<file path="src/rtl/btn_event.sv">
// Turns one debounced button level into registered press/release/click/long/repeat pulses.
// Build option: define BTN_EVENT_REPEAT_EN to enable auto-repeat; otherwise repeat_p stays 0.
module btn_event #(
    parameter int unsigned LONG_CYCLES   = 50_000_000,
    parameter int unsigned REPEAT_CYCLES = 10_000_000
) (
    input  logic clk,
    input  logic rst,
    input  logic btn_state,
    output logic press_p,
    output logic release_p,
    output logic click_p,
    output logic long_p,
    output logic repeat_p,
    output logic held
);

`ifdef BTN_EVENT_REPEAT_EN
    localparam bit REPEAT_EN = 1'b1;
`else
    localparam bit REPEAT_EN = 1'b0;
`endif

    localparam logic [31:0] LONG_TC   = 32'(LONG_CYCLES - 1);
    localparam logic [31:0] REPEAT_TC = 32'(REPEAT_CYCLES - 1);

    typedef enum logic [1:0] {
        IDLE    = 2'd0,
        PRESSED = 2'd1,
        LONG    = 2'd2
    } state_t;

    state_t      state, state_nxt;
    logic        btn_prev;
    logic [31:0] cnt, cnt_nxt;
    logic        press_nxt, release_nxt, click_nxt, long_nxt, repeat_nxt, held_nxt;

    always_ff @(posedge clk or posedge rst) begin
        if (rst) begin
            state     <= IDLE;
            btn_prev  <= 1'b0;
            cnt       <= '0;
            press_p   <= 1'b0;
            release_p <= 1'b0;
            click_p   <= 1'b0;
            long_p    <= 1'b0;
            repeat_p  <= 1'b0;
            held      <= 1'b0;
        end else begin
            state     <= state_nxt;
            btn_prev  <= btn_state;
            cnt       <= cnt_nxt;
            press_p   <= press_nxt;
            release_p <= release_nxt;
            click_p   <= click_nxt;
            long_p    <= long_nxt;
            repeat_p  <= repeat_nxt;
            held      <= held_nxt;
        end
    end

    // Release is checked before the terminal count so it always wins a tie.
    always_comb begin
        state_nxt   = state;
        cnt_nxt     = cnt;
        press_nxt   = 1'b0;
        release_nxt = 1'b0;
        click_nxt   = 1'b0;
        long_nxt    = 1'b0;
        repeat_nxt  = 1'b0;
        case (state)
            IDLE: begin
                if (btn_state && !btn_prev) begin
                    press_nxt = 1'b1;
                    cnt_nxt   = '0;
                    state_nxt = PRESSED;
                end
            end
            PRESSED: begin
                if (!btn_state) begin
                    release_nxt = 1'b1;
                    click_nxt   = 1'b1;
                    state_nxt   = IDLE;
                end else if (cnt == LONG_TC) begin
                    long_nxt  = 1'b1;
                    cnt_nxt   = '0;
                    state_nxt = LONG;
                end else begin
                    cnt_nxt = cnt + 32'd1;
                end
            end
            LONG: begin
                if (!btn_state) begin
                    release_nxt = 1'b1;
                    state_nxt   = IDLE;
                end else if (!REPEAT_EN) begin
                    cnt_nxt = '0;
                end else if (cnt == REPEAT_TC) begin
                    repeat_nxt = 1'b1;
                    cnt_nxt    = '0;
                end else begin
                    cnt_nxt = cnt + 32'd1;
                end
            end
            default: begin
                state_nxt = IDLE;
                cnt_nxt   = '0;
            end
        endcase
        held_nxt = (state_nxt != IDLE);
    end

endmodule

</file>
<file path="config.mk">
export PLATFORM = sky130hd
export DESIGN_NAME = btn_event
export DESIGN_NICKNAME = d
export VERILOG_FILES = /design/src/rtl/btn_event.sv
export SDC_FILE = /design/constraint.sdc
export NUM_CORES = 1
export LEC_CHECK = 0
export CORE_MARGIN = 5
export CORE_UTILIZATION = 40
export DETAILED_ROUTE_END_ITERATION = 8
export PLACE_DENSITY_LB_ADDON = 0.25
export SKIP_LAST_GASP = 1
export SYNTH_ARGS = -nofsm -noshare
export SYNTH_HDL_FRONTEND = slang
export SYNTH_SLANG_ARGS = --single-unit
</file>
<file path="constraint.sdc">
create_clock -name clk -period 1.92 [get_ports clk]
set_input_delay 0.384 -clock clk [delete_from_list [all_inputs] [get_ports clk]]
set_output_delay 0.384 -clock clk [all_outputs]
set_load 0.05 [all_outputs]
</file>
==> results of run 1 <==
where the power goes:
part	internal, uW	switching (uW)	total (uW)
clock	320	289	609
combinational	352	476	828
sequential	898	36.7	935
per-layer routing:
layer	vias up	global-route usage (%)	wire, um
met4	0	5.50	109
met2	26	23.0	2290
met1	855	20.2	2470
li1	895	-	-
met5	-	0	0
met3	12	3.07	187
sequential cells by signal (all words and copies together), names as in the netlist:
signal and cells:
cnt 32, state 2, btn_prev 1, click_p 1, held 1, long_p 1, press_p 1, release_p 1
repair_timing:
action / in CTS / in global routing
resized for setup: 11 / 19
setup endpoints to repair: 28 / 34
hold endpoints to repair: 0 / 0
pin swaps: 2 / 8
setup buffers: 0 / 6
cloned: 0 / 1
how the worst min path moves through the flow:
stage	endpoint	startpoint	depth (start not counted)	slack, ns
floorplan	btn_prev	btn_state	0	0.42
global placement	cnt[1]	cnt[1]	2	0.50
global route	cnt[31]	cnt[31]	1	0.54
detailed placement	cnt[1]	cnt[1]	2	0.50
finish	press_p	rst	3	0.50
CTS	cnt[1]	cnt[1]	2	0.51
cell usage in the layout, fill, tap and decap left out, types with 2 or more instances in the layout:
cell,netlist,layout
o21ai_4,0,2
a31oi_1,3,3
and3_1,6,6
inv_1,6,4
nor4_4,0,4
buf_12,0,2
clkdlybuf4s50_1,0,7
nand2b_1,2,2
and4_1,4,4
xnor2_1,21,21
nor3_1,9,8
inv_2,0,2
nor2_1,33,33
nand2_1,22,22
dfrtp_2,0,2
nor4_1,11,3
clkbuf_8,0,7
dfrtp_1,40,38
a21oi_1,4,3
ha_1,5,2
nand3_1,9,9
ha_4,0,3
nand4_1,8,8
buf_4,2,44
o21ai_0,4,4
nor2b_1,2,2
xor2_1,6,6
nor4_2,0,4
worst reg2reg max path, cell delays in order (launching register included):
cell     delay [ns]
dfrtp_2        0.43
buf_4          0.15
ha_4           0.17
nor3_4         0.19
buf_12         0.15
o21ai_4        0.09
or4_1          0.49
a21oi_1        0.15
synthesized netlist by cell type, types with 2 or more instances:
| cell type | n |
|---|---|
| nor2_1 | 33 |
| ha_1 | 5 |
| nand3_1 | 9 |
| nor2b_1 | 2 |
| o21ai_2 | 2 |
| or4_1 | 2 |
| and3_1 | 6 |
| and4_1 | 4 |
| inv_1 | 6 |
| clkbuf_1 | 2 |
| buf_6 | 4 |
| xnor2_1 | 21 |
| and2_1 | 2 |
| nor3_1 | 9 |
| dfrtp_1 | 40 |
| xor2_1 | 6 |
| buf_4 | 2 |
| nand2b_1 | 2 |
| nor4_1 | 11 |
| nand4_1 | 8 |
| a31oi_1 | 3 |
| nand2_1 | 22 |
| a21oi_1 | 4 |
| o21ai_0 | 4 |
layout make-up:
| cell class | count | area share (%) |
|---|---|---|
| Inverter | 6 | 0.778 |
| Timing Repair Buffer | 53 | 15.2 |
| Multi-Input combinational cell | 172 | 43.0 |
| Clock buffer | 7 | 3.33 |
| Tap cell | 70 | 3.03 |
| Sequential cell | 40 | 34.7 |
cell families after synthesis:
kind of cell | Yosys count | share of synthesized area [%]
compound gates | 20 | 6.65
xor+xnor | 27 | 11.0
fa+ha+maj | 5 | 2.92
buf+inv | 14 | 4.20
flops | 40 | 46.6
other cells | 1 | 0.175
simple gates | 118 | 28.4
metrics by stage:
step / setup TNS (ns) / setup WS [ns] / total power (uW) / cell area [um2] / util [%]
after floorplan: 0 / 0.00669 / 1410 / 2160 / -
after global placement: -2.80 / -0.186 / 1620 / 2560 / 49.5
after detailed placement: -3.20 / -0.233 / 1620 / 2560 / 49.5
after CTS: 0 / 0.00258 / 2260 / 2720 / 52.6
after global routing: -0.673 / -0.0434 / 2510 / 2890 / 56.0
final: 0 / 0.0390 / 2370 / 2890 / 56.0
==> reports/results.ini, run 1 <==
[pwr]
vdd_drop_max_v = 0.000596
p_per_area_nw_per_um2 = 819
p_leak_uw = 0.00130

[detailed_routing]
dr.pass1.iters = 4
drt-total-wl_um = 5050
drc = 0
vias_per_cell = 5.14
num_vias = 1788
drtIter0Drc = 89
wire_per_inst_um = 14.5
ant_nets = 0

[sta]
hold_viol_final = 0
slew_headroom_pct = 65.8
rsz0062_at_grt = yes
period_share_pct = 98.0
setup_violations = 0
hold_slack_ns = 0.502
period_minus_slack_ns = 1.88
finalClockSkew_ns = 0.00873
slew_violations = 0
tightestPinTransition_ns = 0.512
fmax_mhz = 532

[cells_and_area]
nNetsFinal = 286
syn2layout_area_growth_pct = 34.9
instances_no_fill = 348
seqCellArea_um2 = 1000
num_antenna_cells = 0
multi_input_area_um2 = 1240
fillers = 448
drive_gt1_share_pct = 28.8

[floorplan]
initial_core_util_pct = 41.5
ios = 9
die_x_um = 83.2
die_y_um = 83.2
rows = 26
core_um2 = 5170
die-area_um2 = 6930

[worst_setup_path]
path_depth = 7
critPathMaxFanout = 6
cpLargestDelayFamily = simple AND/OR/NAND/NOR gates
worstReg2RegStart = state[1]
reg2reg_to = cnt[14]
rrSetupSlack_ns = 0.04
crit_slowest_cell = or4_1
crit_path_end_kind = flop
crit_buf_inv = 2
max_stage_delay_ns = 0.48
cp-start-kind = flop
path_cells = buf_4 -> ha_4 -> nor3_4 -> buf_12 -> o21ai_4 -> or4_1 -> a21oi_1
critPathRequiredTime_ns = 2.15
crit_path_end = cnt[14]
setup.worst_path.class = reg -> reg
cp-startpoint = state[1]
cp_data_arrival_time_ns = 2.11
rr_worst_depth = 7

[global_routing]
grt_start_max_net_pins = 41
antenna_found_initial = 0
grt_usage_pct = 14.8
overflow = 0
grt_pass1_wl_um = 8340
grt_pass1_vias = 1716

[clock_tree]
ctsLongestPathBuffers = 2
clock-root-buffer = clkbuf_8
cts_tree = built
clk_latency_ns = 0.30
clock_sinks = 40
hold_buffers = 0
numCtsBuffers = 5
clk_pin_slew_ns = 0.08
htree_levels = 2

[synth]
syn_area_um2 = 2150
synth_cell_types = 40
syn-mean-instance-area_um2 = 9.54
yosysWarnings = 0
synth_largest_area_cell = dfrtp_1
synth_edf_count = 0
synth_fp_nets = 233
ys_ff_latch = 40
synth-main-ff-cell = dfrtp_1
synth_area_leaders = dfrtp_1 (47%), xnor2_1 (8.6%), nor2_1 (5.8%)
synth_top_area_share_pct = 46.6
async_reset_ff_share_pct = 100
syn_inst = 225
yosysSeqAreaShare_pct = 46.6

[place]
gp_congestion = 0.793
port_buffers = 7
post-dp-hpwl_um = 3230
dp_cells = 334

[job]
maxCapViolations = 0

[status]
status = finished, final reports clean

[min_path]
hold_path.class = in -> async

Power figures use the tool's default switching activity.
==> run 2: changes to the inputs <==
--- a/config.mk
+++ b/config.mk
@@ -5,7 +5,7 @@
 export SDC_FILE = /design/constraint.sdc
 export NUM_CORES = 1
 export LEC_CHECK = 0
-export CORE_MARGIN = 5
+export CORE_MARGIN = 8
 export CORE_UTILIZATION = 40
 export DETAILED_ROUTE_END_ITERATION = 8
 export PLACE_DENSITY_LB_ADDON = 0.25
==> constraint.sdc (replaced) <==
create_clock -name clk -period 1.92 [get_ports clk]
set_input_delay 0.384 -clock clk [delete_from_list [all_inputs] [get_ports clk]]
set_output_delay 0.384 -clock clk [all_outputs]
set_load 0.1 [all_outputs]
==> run 2 against run 1 <==
  * The run now ends with setup timing left
  * Cell area is 2.3% lower
  * Hold slack better by 0.0083 ns
  * Routed wire length is 2.1% lower
  * Sequential cell count stayed put
  * Critical path depth is 1 lower
  * Combinational power is 15% higher
  * Largest cell class unchanged
  * Die area is 15% higher
==> reports/results.ini, run 2 (synthesis gave the netlist of run 1 again) <==
[status]
status = finished, violations left
violations = setup timing

[min_path]
hold_path.class = in -> async

[pwr]
p_switching_uw = 910  ; +14%
p_leak_uw = 0.00122  ; -6.5%
clockPowerShare_pct = 24.2  ; -1.5 points
p_per_area_nw_per_um2 = 877  ; +7.1%
combPwrFrac_pct = 38.2  ; +3.3 points
pwr-share-seq_pct = 37.5  ; -1.9 points
internal_power_uw = 1570  ; about the same
totalPowerFinal_uw = 2480  ; +4.6%
p_sw_share_pct = 36.7  ; +2.9 points
vdd_drop_max_v = 0.000650  ; +9.1%

[sta]
hold_slack_ns = 0.511  ; +0.00829 ns
period_share_pct = 100  ; +2.3 points
tightestPinTransition_ns = 0.512  ; +0.000360 ns
fin_setup_tns_ns = -0.00744  ; -0.00744 ns
fmax_mhz = 520  ; -2.3%
hold_viol_final = 0  ; unchanged
postLayoutSetupSlackWorst_ns = -0.00442  ; -0.0434 ns
slew_violations = 0  ; unchanged
setup_violations = 3  ; +3
slew_headroom_pct = 65.8  ; +0.083 points
period_minus_slack_ns = 1.92  ; +0.0434 ns
finalClockSkew_ns = 0.00843  ; -0.000306 ns
rsz0062_at_grt = yes

[global_routing]
grt_start_max_net_pins = 41  ; unchanged
grt_pass1_wl_um = 7470  ; -10%
grt_pass1_vias = 1633  ; -4.8%
grt_usage_pct = 12.3  ; -2.5 points
antenna_found_initial = 0  ; unchanged
overflow = 0  ; unchanged

[worst_setup_path]
crit_path_end_kind = flop
critPathRequiredTime_ns = 2.10  ; -0.05 ns
rrSetupSlack_ns = -0.004  ; -0.04 ns
reg2reg_to = cnt[21]
critPathMaxFanout = 7  ; +1
worstReg2RegStart = cnt[8]
cp_data_arrival_time_ns = 2.11  ; about the same
cp-start-kind = flop
rr_worst_depth = 6  ; -1
setup.worst_path.class = reg -> reg

[clock_tree]
numCtsBuffers = 5  ; unchanged
cts_tree = built
htree_levels = 2  ; unchanged
clk_pin_slew_ns = 0.07  ; about the same
ctsLongestPathBuffers = 2  ; unchanged
clock_sinks = 40  ; unchanged
clock-root-buffer = clkbuf_8
clk_latency_ns = 0.29  ; about the same

[detailed_routing]
drt-total-wl_um = 4950  ; -2.1%
drtIter0Drc = 120  ; +35%
wire_per_inst_um = 14.3  ; -1.2%
vias_per_cell = 5.22  ; +1.6%
num_vias = 1801  ; +0.73%
ant_nets = 0  ; unchanged
drc = 0  ; unchanged
dr.pass1.iters = 5  ; +1

[cells_and_area]
largestRegisters = cnt (32), state (2)
top_register = cnt
fin_area_um2 = 2830  ; -2.3%
final_common_cell = buf_4
seqCellArea_um2 = 1000  ; -0.25%
fillers = 484  ; +8.0%
num_antenna_cells = 0  ; unchanged
largest_reg_flops = 32  ; unchanged
drive_gt1_share_pct = 30.9  ; +2.1 points
multi_input_area_um2 = 1210  ; -3.0%
nNetsFinal = 283  ; -1.0%
syn2layout_area_growth_pct = 31.8
most-common-layout-cells = buf_4 (45), dfrtp_1 (40), nor2_1 (27), nand2_1 (22), xnor2_1 (20)

[place]
pre_cts_ws_ns = -0.136  ; +0.0966 ns
post-dp-hpwl_um = 3240  ; +0.39%
port_buffers = 7  ; unchanged
gp_congestion = 0.843  ; +6.4%
placedInstanceArea_um2 = 2520  ; -1.7%

[floorplan]
die_x_um = 89.2  ; +7.2%
die-area_um2 = 7960  ; +15%
die_y_um = 89.2  ; +7.2%
ios = 9  ; unchanged
initial_core_util_pct = 41.7  ; +0.26 points
rows = 26  ; unchanged
core_um2 = 5140  ; -0.63%

[job]
maxCapViolations = 0  ; unchanged

[run 2: layout make-up]
| cell class | instances | share of cell area (%) |
|---|---|---|
| clock buffers | 7 | 3.41 |
| inverters | 6 | 0.796 |
| multi-input cells | 172 | 42.7 |
| flip-flops and latches | 40 | 35.4 |
| well taps | 70 | 3.10 |
| repair buffers | 50 | 14.6 |
[run 2: per-layer routing]
metal	global-route usage [%]	wire, um	part of all wire [%]
met5	0	0	0
met3	3.31	266	5.4
met2	19.0	2350	48
met4	4.53	68	1.4
met1	16.0	2260	46
[run 2: metrics by stage]
| step | instances | util [%] |
|---|---|---|
| 2_1_floorplan | 225 | - |
| 3_3_place_gp | 330 | 49.0 |
| 3_5_place_dp | 330 | 49.0 |
| 4_1_cts | 337 | 50.9 |
| 5_1_grt | 345 | 55.0 |
| 6_report | 345 | 55.0 |
[run 2: repair_timing]
action	CTS	global route
resized for setup	0	26
buffers inserted	0	5
hold buffers	0	0
gates cloned	0	3
endpoints found under the hold margin	0	0
pin swaps	0	11
setup endpoints to repair	1	34
[run 2: worst max path at each step]
stage	startpoint	end	slack, ns	cells after the start
after floorplan	cnt[30]	cnt[18]	0.007	7
after global placement	btn_state	cnt[28]	-0.15	7
after detailed placement	btn_state	cnt[28]	-0.14	7
after CTS	state[0]	cnt[28]	-0.001	8
after global routing	cnt[8]	cnt[18]	-0.08	6
final	cnt[8]	cnt[21]	-0.004	6
[run 2: power by group through the flow]
stage	Sequential (uW)	Clock [uW]	Combinational, uW
after CTS	932	623	765
after global placement	947	0	755
after detailed placement	949	0	766
final	931	601	949
after global routing	939	650	1010
after floorplan	1110	0	389
[run 2: worst max-delay path: stages, from the launching register on]
cell and delay, ns:
dfrtp_1 0.40, nor4_2 0.33, nand4_1 0.13, or4_4 0.46, a21oi_4 0.25, clkbuf_16 0.21, nor2_1 0.05
